--- src/rtl/alu_link_pkg.sv ---
// rtl/alu_link_pkg.sv - shared constants and state encoding for the UART ALU link
package alu_link_pkg;

  // Default widths; the device-side command interface uses the same values.
  localparam int NB_DATA_DEF = 8;
  localparam int NB_OP_DEF   = 6;

  // Byte index within a three-byte command frame.
  localparam int NB_IDX = 2;
  localparam logic [NB_IDX-1:0] IDX_A  = 2'd0;
  localparam logic [NB_IDX-1:0] IDX_B  = 2'd1;
  localparam logic [NB_IDX-1:0] IDX_OP = 2'd2;

  typedef enum logic [1:0] {
    ST_IDLE    = 2'd0,
    ST_LOAD    = 2'd1,
    ST_WAIT_TX = 2'd2,
    ST_WAIT_RX = 2'd3
  } link_state_e;

endpackage

--- src/rtl/timeout_counter.sv ---
// rtl/timeout_counter.sv - response timeout counter with clear, enable and expiry pulse
module timeout_counter #(
  parameter int TIMEOUT_CYCLES = 2_000_000,
  parameter int NB_TIMEOUT     = 21
) (
  input  logic i_clock,
  input  logic i_reset,
  input  logic i_clear,
  input  logic i_enable,
  output logic o_expire
);

  localparam logic [NB_TIMEOUT-1:0] LAST_COUNT = NB_TIMEOUT'(TIMEOUT_CYCLES - 1);

  logic [NB_TIMEOUT-1:0] count_q, count_d;

  // Clear has priority; the counter only advances while enabled.
  always_comb begin
    count_d = count_q;
    if (i_clear) begin
      count_d = '0;
    end else if (i_enable) begin
      count_d = count_q + NB_TIMEOUT'(1);
    end
  end

  // Count register.
  always_ff @(posedge i_clock or negedge i_reset) begin
    if (!i_reset) begin
      count_q <= '0;
    end else begin
      count_q <= count_d;
    end
  end

  // Expiry is flagged during the last enabled cycle of the window.
  assign o_expire = i_enable && !i_clear && (count_q == LAST_COUNT);

endmodule

--- src/rtl/alu_cmd_sender.sv ---
// rtl/alu_cmd_sender.sv - host-side ALU command initiator over tx_uart/rx_uart
module alu_cmd_sender
  import alu_link_pkg::*;
#(
  parameter int NB_DATA        = NB_DATA_DEF,
  parameter int NB_OP          = NB_OP_DEF,
  parameter int TIMEOUT_CYCLES = 2_000_000,
  parameter int NB_TIMEOUT     = 21
) (
  input  logic               i_clock,
  input  logic               i_reset,
  input  logic               i_start,
  input  logic [NB_DATA-1:0] i_data_a,
  input  logic [NB_DATA-1:0] i_data_b,
  input  logic [NB_OP-1:0]   i_operation,
  output logic               o_busy,
  output logic               o_tx_start,
  output logic [NB_DATA-1:0] o_tx_data,
  input  logic               i_tx_done_tick,
  input  logic [NB_DATA-1:0] i_rx_data,
  input  logic               i_rx_done_tick,
  output logic [NB_DATA-1:0] o_result,
  output logic               o_result_valid,
  output logic               o_timeout
);

  link_state_e         state_q, state_d;
  logic [NB_IDX-1:0]   idx_q, idx_d;
  logic [NB_DATA-1:0]  a_q, a_d;
  logic [NB_DATA-1:0]  b_q, b_d;
  logic [NB_OP-1:0]    op_q, op_d;
  logic                busy_q, busy_d;
  logic                tx_start_q, tx_start_d;
  logic [NB_DATA-1:0]  tx_data_q, tx_data_d;
  logic [NB_DATA-1:0]  result_q, result_d;
  logic                result_valid_q, result_valid_d;
  logic                timeout_q, timeout_d;
  logic                tmo_clear;
  logic                tmo_expire;
  logic [NB_DATA-1:0]  frame_byte;

  timeout_counter #(
    .TIMEOUT_CYCLES(TIMEOUT_CYCLES),
    .NB_TIMEOUT    (NB_TIMEOUT)
  ) u_timeout_counter (
    .i_clock (i_clock),
    .i_reset (i_reset),
    .i_clear (tmo_clear),
    .i_enable(state_q == ST_WAIT_RX),
    .o_expire(tmo_expire)
  );

  // Select the frame byte for the current index: A, B, then zero-extended opcode.
  always_comb begin
    frame_byte = NB_DATA'(op_q);
    case (idx_q)
      IDX_A:   frame_byte = a_q;
      IDX_B:   frame_byte = b_q;
      default: frame_byte = NB_DATA'(op_q);
    endcase
  end

  // Next-state and registered-output logic for the command sequence.
  always_comb begin
    state_d        = state_q;
    idx_d          = idx_q;
    a_d            = a_q;
    b_d            = b_q;
    op_d           = op_q;
    tx_start_d     = 1'b0;
    tx_data_d      = tx_data_q;
    result_d       = result_q;
    result_valid_d = 1'b0;
    timeout_d      = 1'b0;
    tmo_clear      = 1'b0;

    case (state_q)
      ST_IDLE: begin
        if (i_start) begin
          a_d     = i_data_a;
          b_d     = i_data_b;
          op_d    = i_operation;
          idx_d   = IDX_A;
          state_d = ST_LOAD;
        end
      end
      ST_LOAD: begin
        tx_start_d = 1'b1;
        tx_data_d  = frame_byte;
        state_d    = ST_WAIT_TX;
      end
      ST_WAIT_TX: begin
        if (i_tx_done_tick) begin
          if (idx_q == IDX_OP) begin
            tmo_clear = 1'b1;
            state_d   = ST_WAIT_RX;
          end else begin
            idx_d   = idx_q + NB_IDX'(1);
            state_d = ST_LOAD;
          end
        end
      end
      ST_WAIT_RX: begin
        // A byte arriving on the final cycle beats the timeout.
        if (i_rx_done_tick) begin
          result_d       = i_rx_data;
          result_valid_d = 1'b1;
          state_d        = ST_IDLE;
        end else if (tmo_expire) begin
          timeout_d = 1'b1;
          state_d   = ST_IDLE;
        end
      end
      default: begin
        state_d = ST_IDLE;
      end
    endcase

    // Busy covers the cycle after accept through the cycle before IDLE is re-entered.
    busy_d = (state_q != ST_IDLE) && (state_d != ST_IDLE);
  end

  // State and output registers.
  always_ff @(posedge i_clock or negedge i_reset) begin
    if (!i_reset) begin
      state_q        <= ST_IDLE;
      idx_q          <= IDX_A;
      a_q            <= '0;
      b_q            <= '0;
      op_q           <= '0;
      busy_q         <= 1'b0;
      tx_start_q     <= 1'b0;
      tx_data_q      <= '0;
      result_q       <= '0;
      result_valid_q <= 1'b0;
      timeout_q      <= 1'b0;
    end else begin
      state_q        <= state_d;
      idx_q          <= idx_d;
      a_q            <= a_d;
      b_q            <= b_d;
      op_q           <= op_d;
      busy_q         <= busy_d;
      tx_start_q     <= tx_start_d;
      tx_data_q      <= tx_data_d;
      result_q       <= result_d;
      result_valid_q <= result_valid_d;
      timeout_q      <= timeout_d;
    end
  end

  assign o_busy         = busy_q;
  assign o_tx_start     = tx_start_q;
  assign o_tx_data      = tx_data_q;
  assign o_result       = result_q;
  assign o_result_valid = result_valid_q;
  assign o_timeout      = timeout_q;

endmodule

--- config.mk ---
export PLATFORM = sky130hd
export DESIGN_NAME = alu_cmd_sender
export DESIGN_NICKNAME = d
export VERILOG_FILES = /design/src/rtl/alu_link_pkg.sv /design/src/rtl/timeout_counter.sv /design/src/rtl/alu_cmd_sender.sv
export SDC_FILE = /design/constraint.sdc
export NUM_CORES = 1
export LEC_CHECK = 0
export BUFFER_PORTS_ARGS = -buffer_cell sky130_fd_sc_hd__buf_2
export CORE_UTILIZATION = 59
export CTS_CLUSTER_DIAMETER = 60
export DETAILED_ROUTE_END_ITERATION = 7
export GPL_TIMING_DRIVEN = 0
export PLACE_DENSITY = 0.86
export SKIP_CTS_REPAIR_TIMING = 1
export SYNTH_ARGS = -nofsm -noshare
export SYNTH_HDL_FRONTEND = slang
export SYNTH_SLANG_ARGS = --single-unit
--- constraint.sdc ---
create_clock -name i_clock -period 2.5 [get_ports i_clock]
set_input_delay 0.25 -clock i_clock [delete_from_list [all_inputs] [get_ports i_clock]]
set_output_delay 0.25 -clock i_clock [all_outputs]
set_load 0.02 [all_outputs]
# Word-level counts from Yosys, hierarchy flattened
# Index checks and enable logic that the tools add are counted.
dict set report totals {
  output_inout_bits 20
  word_cells 58
  input_bits 35
  ff_bits 67
}
dict set report classes {
  n_reduce_logical 13
  n_eq_ne 9
  add_sub_neg 2
  mux 22
}
# operator n
set ops {}
lappend ops {{$mux 21} 2}
lappend ops {{$add 21x1->21 const B} 1}
lappend ops {{$eq 21x21->1 const B} 1}
lappend ops {{$mux 2} 8}
lappend ops {{$pmux 8 s2} 1}
lappend ops {{$mux 1} 9}
lappend ops {{$pmux 2 s4} 1}
lappend ops {{$reduce_bool 2->1} 4}
lappend ops {{$eq 2x2->1 const B} 3}
lappend ops {{$ne 2x2->1 const B} 3}
lappend ops {{$eq 2x1->1 const B} 2}
lappend ops {{$logic_not 2->1} 2}
lappend ops {{$pmux 2 s2} 1}
lappend ops {{$reduce_and 2->1} 2}
lappend ops {{$reduce_and 4->1} 1}
lappend ops {{$logic_and 1x1->1} 3}
lappend ops {{$add 2x1->2 const B} 1}
lappend ops {{$logic_not 1->1} 1}

# Longest topological paths before layout
dict set report depth {
  word_depth 12
  mapped_depth 6
  depth_no_buf 5
}

# Hierarchy
# Synthesis repeated with hierarchy kept, for this count alone.
dict set report unflattened {
  cells_unflattened 264
  area_unflattened_um2 3030.4
}
# module cells_per_inst n_inst seq_area_each_um2 area_each_um2
set by_module_without_submodules {}
lappend by_module_without_submodules {alu_cmd_sender 150 1 1151.1 1936.9}
lappend by_module_without_submodules {timeout_counter 114 1 525.5 1093.5}

# Least setup slack after synthesis
# Ideal clock, no wire load.
dict set report synth_timing {
  path_type {reg-to-reg}
  start {register u_timeout_counter.count_q[0]}
  end {register busy_q, in the netlist o_busy}
  t_arrival_ps 1594
  n_path_buf 0
  required_ps 2380
  slack_ps 786
  synth_period_minus_slack_ps 1714
  path_stages_with_launch 6
  setup_time_ps 120
  cell_sequence {dfrtp_1 > ha_1 > and4_1 > nand4_1 > or4_4 > o211a_1}
}
dict set report synth_between {
  elab_chain_cells 7
}
# element line
set synth_lines {}
lappend synth_lines {{start: declaration} timeout_counter.sv:15} ;# logic [NB_TIMEOUT-1:0] count_q, count_d;
lappend synth_lines {{start signal: assignment} timeout_counter.sv:32} ;# count_q <= count_d;
lappend synth_lines {{$eq 21x21->1} timeout_counter.sv:37} ;# assign o_expire = i_enable && !i_clear && (count_q == LAST_COUNT);
lappend synth_lines {{$logic_and 1x1->1} timeout_counter.sv:37}
lappend synth_lines {{$mux 2} alu_cmd_sender.sv:109} ;# end else if (tmo_expire) begin
lappend synth_lines {{$mux 2} alu_cmd_sender.sv:105} ;# if (i_rx_done_tick) begin
lappend synth_lines {{$pmux 2 s4} alu_cmd_sender.sv:77} ;# case (state_q)
lappend synth_lines {{$reduce_bool 2->1} alu_cmd_sender.sv:120} ;# busy_d = (state_q != ST_IDLE) && (state_d != ST_IDLE);
lappend synth_lines {{$logic_and 1x1->1} alu_cmd_sender.sv:120}
lappend synth_lines {{net busy_d} alu_cmd_sender.sv:32} ;# logic busy_q, busy_d;
lappend synth_lines {{end signal: assignment} alu_cmd_sender.sv:143} ;# busy_q <= busy_d;
lappend synth_lines {{end: declaration} alu_cmd_sender.sv:32}
# The timed path passes the listed nets, and every way through them passes these cells.
# A chain may end at the register's enable or synchronous reset.

# Final worst setup path
dict set report layout_timing {
  start {register u_timeout_counter.count_q[0]}
  end {register state_q[1]}
}
dict set report layout_between {
  elab_chain_cells 5
}
# element line
set layout_lines {}
lappend layout_lines {{$eq 21x21->1} timeout_counter.sv:37}
lappend layout_lines {{$logic_and 1x1->1} timeout_counter.sv:37}
lappend layout_lines {{$mux 2} alu_cmd_sender.sv:109}
lappend layout_lines {{$mux 2} alu_cmd_sender.sv:105}
lappend layout_lines {{$pmux 2 s4} alu_cmd_sender.sv:77}
lappend layout_lines {{net state_d[1]} alu_cmd_sender.sv:27} ;# link_state_e state_q, state_d;
lappend layout_lines {{end signal: assignment} alu_cmd_sender.sv:138} ;# state_q <= state_d;
lappend layout_lines {{end: declaration} alu_cmd_sender.sv:27}
# The timed path passes the listed nets, and every way through them passes these cells.

==> summary.md <==
| Metric | Value |
|---|---|
| Result of the run | complete, but fails checks |
| Violated checks | hold timing |
| Via count of the first global-routing pass | 2280 |
| Syn avg cell area | 11.5 µm² |
| Number of warning messages in the yosys log | 0 |
| Critical path cell sequence | ha_1 > and4_1 > nand4_1 > o41ai_1 > o221ai_1 |
| Layout net count | 368 |
| Global placer's final weighted congestion | 0.821 |
| Share of total power consumed by net switching | 36.2% |
| Worst slew margin relative to its limit | 46.4% |
| Global-route wire length before repair | 10500 µm |
| Setup TNS | 0 ns |
| Proportion of power drawn by combinational gates | 35.4% |
| Fraction of layout cells with a size suffix above 1 | 34.4% |
| Number of enable flip-flop cells after synthesis | 0 |
| Clock buffers created by TritonCTS | 9 |
| Synth Flop Type | sky130_fd_sc_hd__dfrtp_1 |
| Global-route congestion overflow total | 0 |
| Delay of the slowest cell on the worst path | 0.60 ns |
| Final core occ | 74.6% |
| Cell area after synthesis | 0.00304 mm² |
| Num Clock Sinks | 67 |
| Width of the chip | 73.8 µm |
| Cell with the largest stage delay on the worst path | sky130_fd_sc_hd__o41ai_1 |
| Hpwl dp | 4450 µm |
| Register Area | 0.00168 mm² |
| Slew Limit Fails | 0 |
| Worst hold margin | -0.00564 ns |
| Clock Tree Root | sky130_fd_sc_hd__clkbuf_8 |
| Leading cell type in the layout, fill and taps excluded | sky130_fd_sc_hd__dfrtp_1 |
| Switching power total | 1.66 mW |
| Final hold vios | 17 |
| Setup violation total in the final timing report | 0 |
| Source of the critical timing path | u_timeout_counter.count_q[0]$_DFFE_PN0P_ |
| MaxCap Viol Count | 0 |
| Worst clock skew on the final layout | 0.00850 ns |
| Number of antenna violations at the first check in global routing | 0 |
| Unrepaired setup endpoints after global routing | no |
| CP startpoint kind | register |
| Commonest non-fill, non-tap cells in the layout | sky130_fd_sc_hd__dfrtp_1, sky130_fd_sc_hd__buf_2, sky130_fd_sc_hd__mux2_2 |
| Area of the placeable core | 0.00485 mm² |
| Initial core utilization | 62.8% |
| Synthesis-stage register bit count | 67 |
| DRT Pass-1 Iters | 4 |
| Count of routing violations after the opening detailed-route iteration | 187 |
| Filler instances | 324 |
| Worst ir drop on vdd | 0.903 mV |
| CTS tree | built |
| Antenna-violating nets left | 0 |
| F_max | 481 MHz |
| Worst flop-to-flop path startpoint | u_timeout_counter.count_q[0]$_DFFE_PN0P_ |
| Actual slew at the worst max-slew pin | 0.804 ns |
| Diode insertion count for antenna repair | 0 |
| Share of total power in sequential cells | 42.8% |
| Count of input and output buffers | 54 |
| Time the worst path needs with I/O delays and setup | 2.08 ns |
| Pin count of the biggest net entering global routing | 68 |
| H-tree levels | 3 |
| Cell row count | 25 |
| Period Utilization, post-route | 83.2% |
| Area occupied by multi-input gates | 0.00127 mm² |
| Global Route Usage Sum | 26.4% |
| Number of nets produced by synthesis | 303 |
| Worst path required time | 2.69 ns |
| Static Leakage | 1.68 nW |
| Power per unit of standard cell area | 1270 mW/mm² |
| Growth of design area from synthesis to finish | 18.9% |
| DRC | 0 |
| Die Area | 0.00545 mm² |
| Critical path class | reg2reg |
| Final std cells w/o fill | 401 |
| Power, Total | 4.60 mW |
| CP Data Arrival Time | 2.27 ns |
| Overall via count from detail_route | 2295 |
| Routed len/inst | 15.8 µm |
| Dominant cells by area after synthesis | sky130_fd_sc_hd__dfrtp_1, sky130_fd_sc_hd__mux2_2, sky130_fd_sc_hd__xor2_1 |
| Clock slew at reported path FFs | 0.07 ns |
| Maximum count of clock buffers along a single path | 2 |
| Share of flip-flops with an asynchronous set or reset | 100% |
| Die outline height | 73.8 µm |
| Clock Latency Late Sink | 0.35 ns |
| Power share of the clock group | 21.8% |
| Sequential-to-total area share from yosys stat | 55.1% |
| Post-Synthesis Cells | 264 |
| Routed Wire Length | 6340 µm |
| Min-delay worst type | in2async |
| Kind of end point of the critical path | register |
| Total instance count after detailed placement | 385 |
| Count of different cell masters after synthesis | 46 |
| Critical path fanouts, max | 7 |
| Share of the synthesized area in the top cell type | 55.1% |
| I/O pin cnt | 55 |
| Via-per-instance ratio | 5.72 |
| Cell type contributing the most total cell area after synthesis | sky130_fd_sc_hd__dfrtp_1 |
| Internal power consumption | 2.93 mW |
## path summary, 6_finish.rpt
kind / end / slack (ns) / depth (start not counted)
worst max-delay path: state_q[1]$_DFF_PN0_ / 0.42 / 5
worst min-delay path: u_timeout_counter.count_q[10]$_DFFE_PN0P_ / -0.006 / 1
worst max register to register: state_q[1]$_DFF_PN0_ / 0.42 / 5
worst min register to register: o_tx_data[1]$_DFFE_PN0P_ / 0.50 / 2
max in group asynchronous: a_q[0]$_DFFE_PN0P_ / 1.98 / 1
min in group i_clock: o_timeout$_DFF_PN0_ / 0.09 / 2
## worst max-delay path, delay by kind of cell, from the launching register on
family                     cells  cell delay (ns)
DFF                            1             0.40
and+or+nand+nor                2             0.40
AOI/OAI and AO/OA              2             0.79
adders and majority gates      1             0.33
## logic make-up after synthesis
| kind of cell | count (synthesis) | share of synthesized area [%] |
|---|---|---|
| buffers and inverters | 20 | 3.08 |
| DFF | 67 | 55.1 |
| AOI/OAI and AO/OA | 50 | 10.4 |
| xor gates and xnor gates | 11 | 3.17 |
| adders and majority gates | 4 | 1.64 |
| and+or+nand+nor | 81 | 15.1 |
| muxes | 31 | 11.4 |
## synth_stat cells, drive strengths merged, types with 2 or more instances
| cell | count |
|---|---|
| and4 | 4 |
| ha | 4 |
| xor2 | 10 |
| a31oi | 2 |
| clkbuf | 7 |
| a22oi | 2 |
| nor2 | 18 |
| nand4 | 8 |
| buf | 6 |
| o2bb2ai | 2 |
| nand3 | 7 |
| a22o | 6 |
| nand2b | 2 |
| or3 | 4 |
| and3 | 3 |
| dfrtp | 67 |
| mux2 | 30 |
| inv | 7 |
| a21oi | 16 |
| nand2 | 21 |
| or4 | 6 |
| o21ai | 13 |
| and2 | 3 |
| o31ai | 4 |
## routing by layer
metal	routed length, µm	GRT usage (%)	vias to the layer above	share of wire (%)
li1	-	-	1089	-
met2	3200	43.3	68	50
met3	270	6.86	17	4.3
met1	2720	32.1	1121	43
met5	0	0	-	0
met4	147	13.5	0	2.3
## sequential cells by signal (all words and copies together), names as in the netlist
| signal | cells |
|---|---|
| op_q | 6 |
| o_result | 8 |
| o_tx_data | 8 |
| o_result_valid | 1 |
| o_tx_start | 1 |
| a_q | 8 |
| state_q | 2 |
| idx_q | 2 |
| u_timeout_counter.count_q | 21 |
| o_busy | 1 |
| b_q | 8 |
| o_timeout | 1 |
## stage by stage
step	setup slack [ns]	instance area [µm²]
floorplan	0.786	3040
global placement	0.543	3400
detailed placement	0.493	3400
CTS	0.467	3620
global route	0.325	3620
finish	0.421	3620
## power by group through the flow
stage          Sequential [mW]  Combinational [mW]  Clock (mW)
3_5_place_dp              1.97                1.63           0
2_1_floorplan             2.05                1.03           0
3_3_place_gp              1.94                1.55           0
4_1_cts                   1.96                1.64        1.01
6_report                  1.97                1.63        1.00
5_1_grt                   2.03                1.81        1.06
## cell type report
class | count | area share, %
plain buffers | 13 | 1.87
inverters | 7 | 0.726
repair buffers | 54 | 7.54
flip-flops and latches | 67 | 46.3
clock inverters | 4 | 2.04
multi-input cells | 177 | 35.2
clock buffers | 12 | 4.01
well taps | 67 | 2.32
Note: power is estimated with default switching activity, not from simulation.
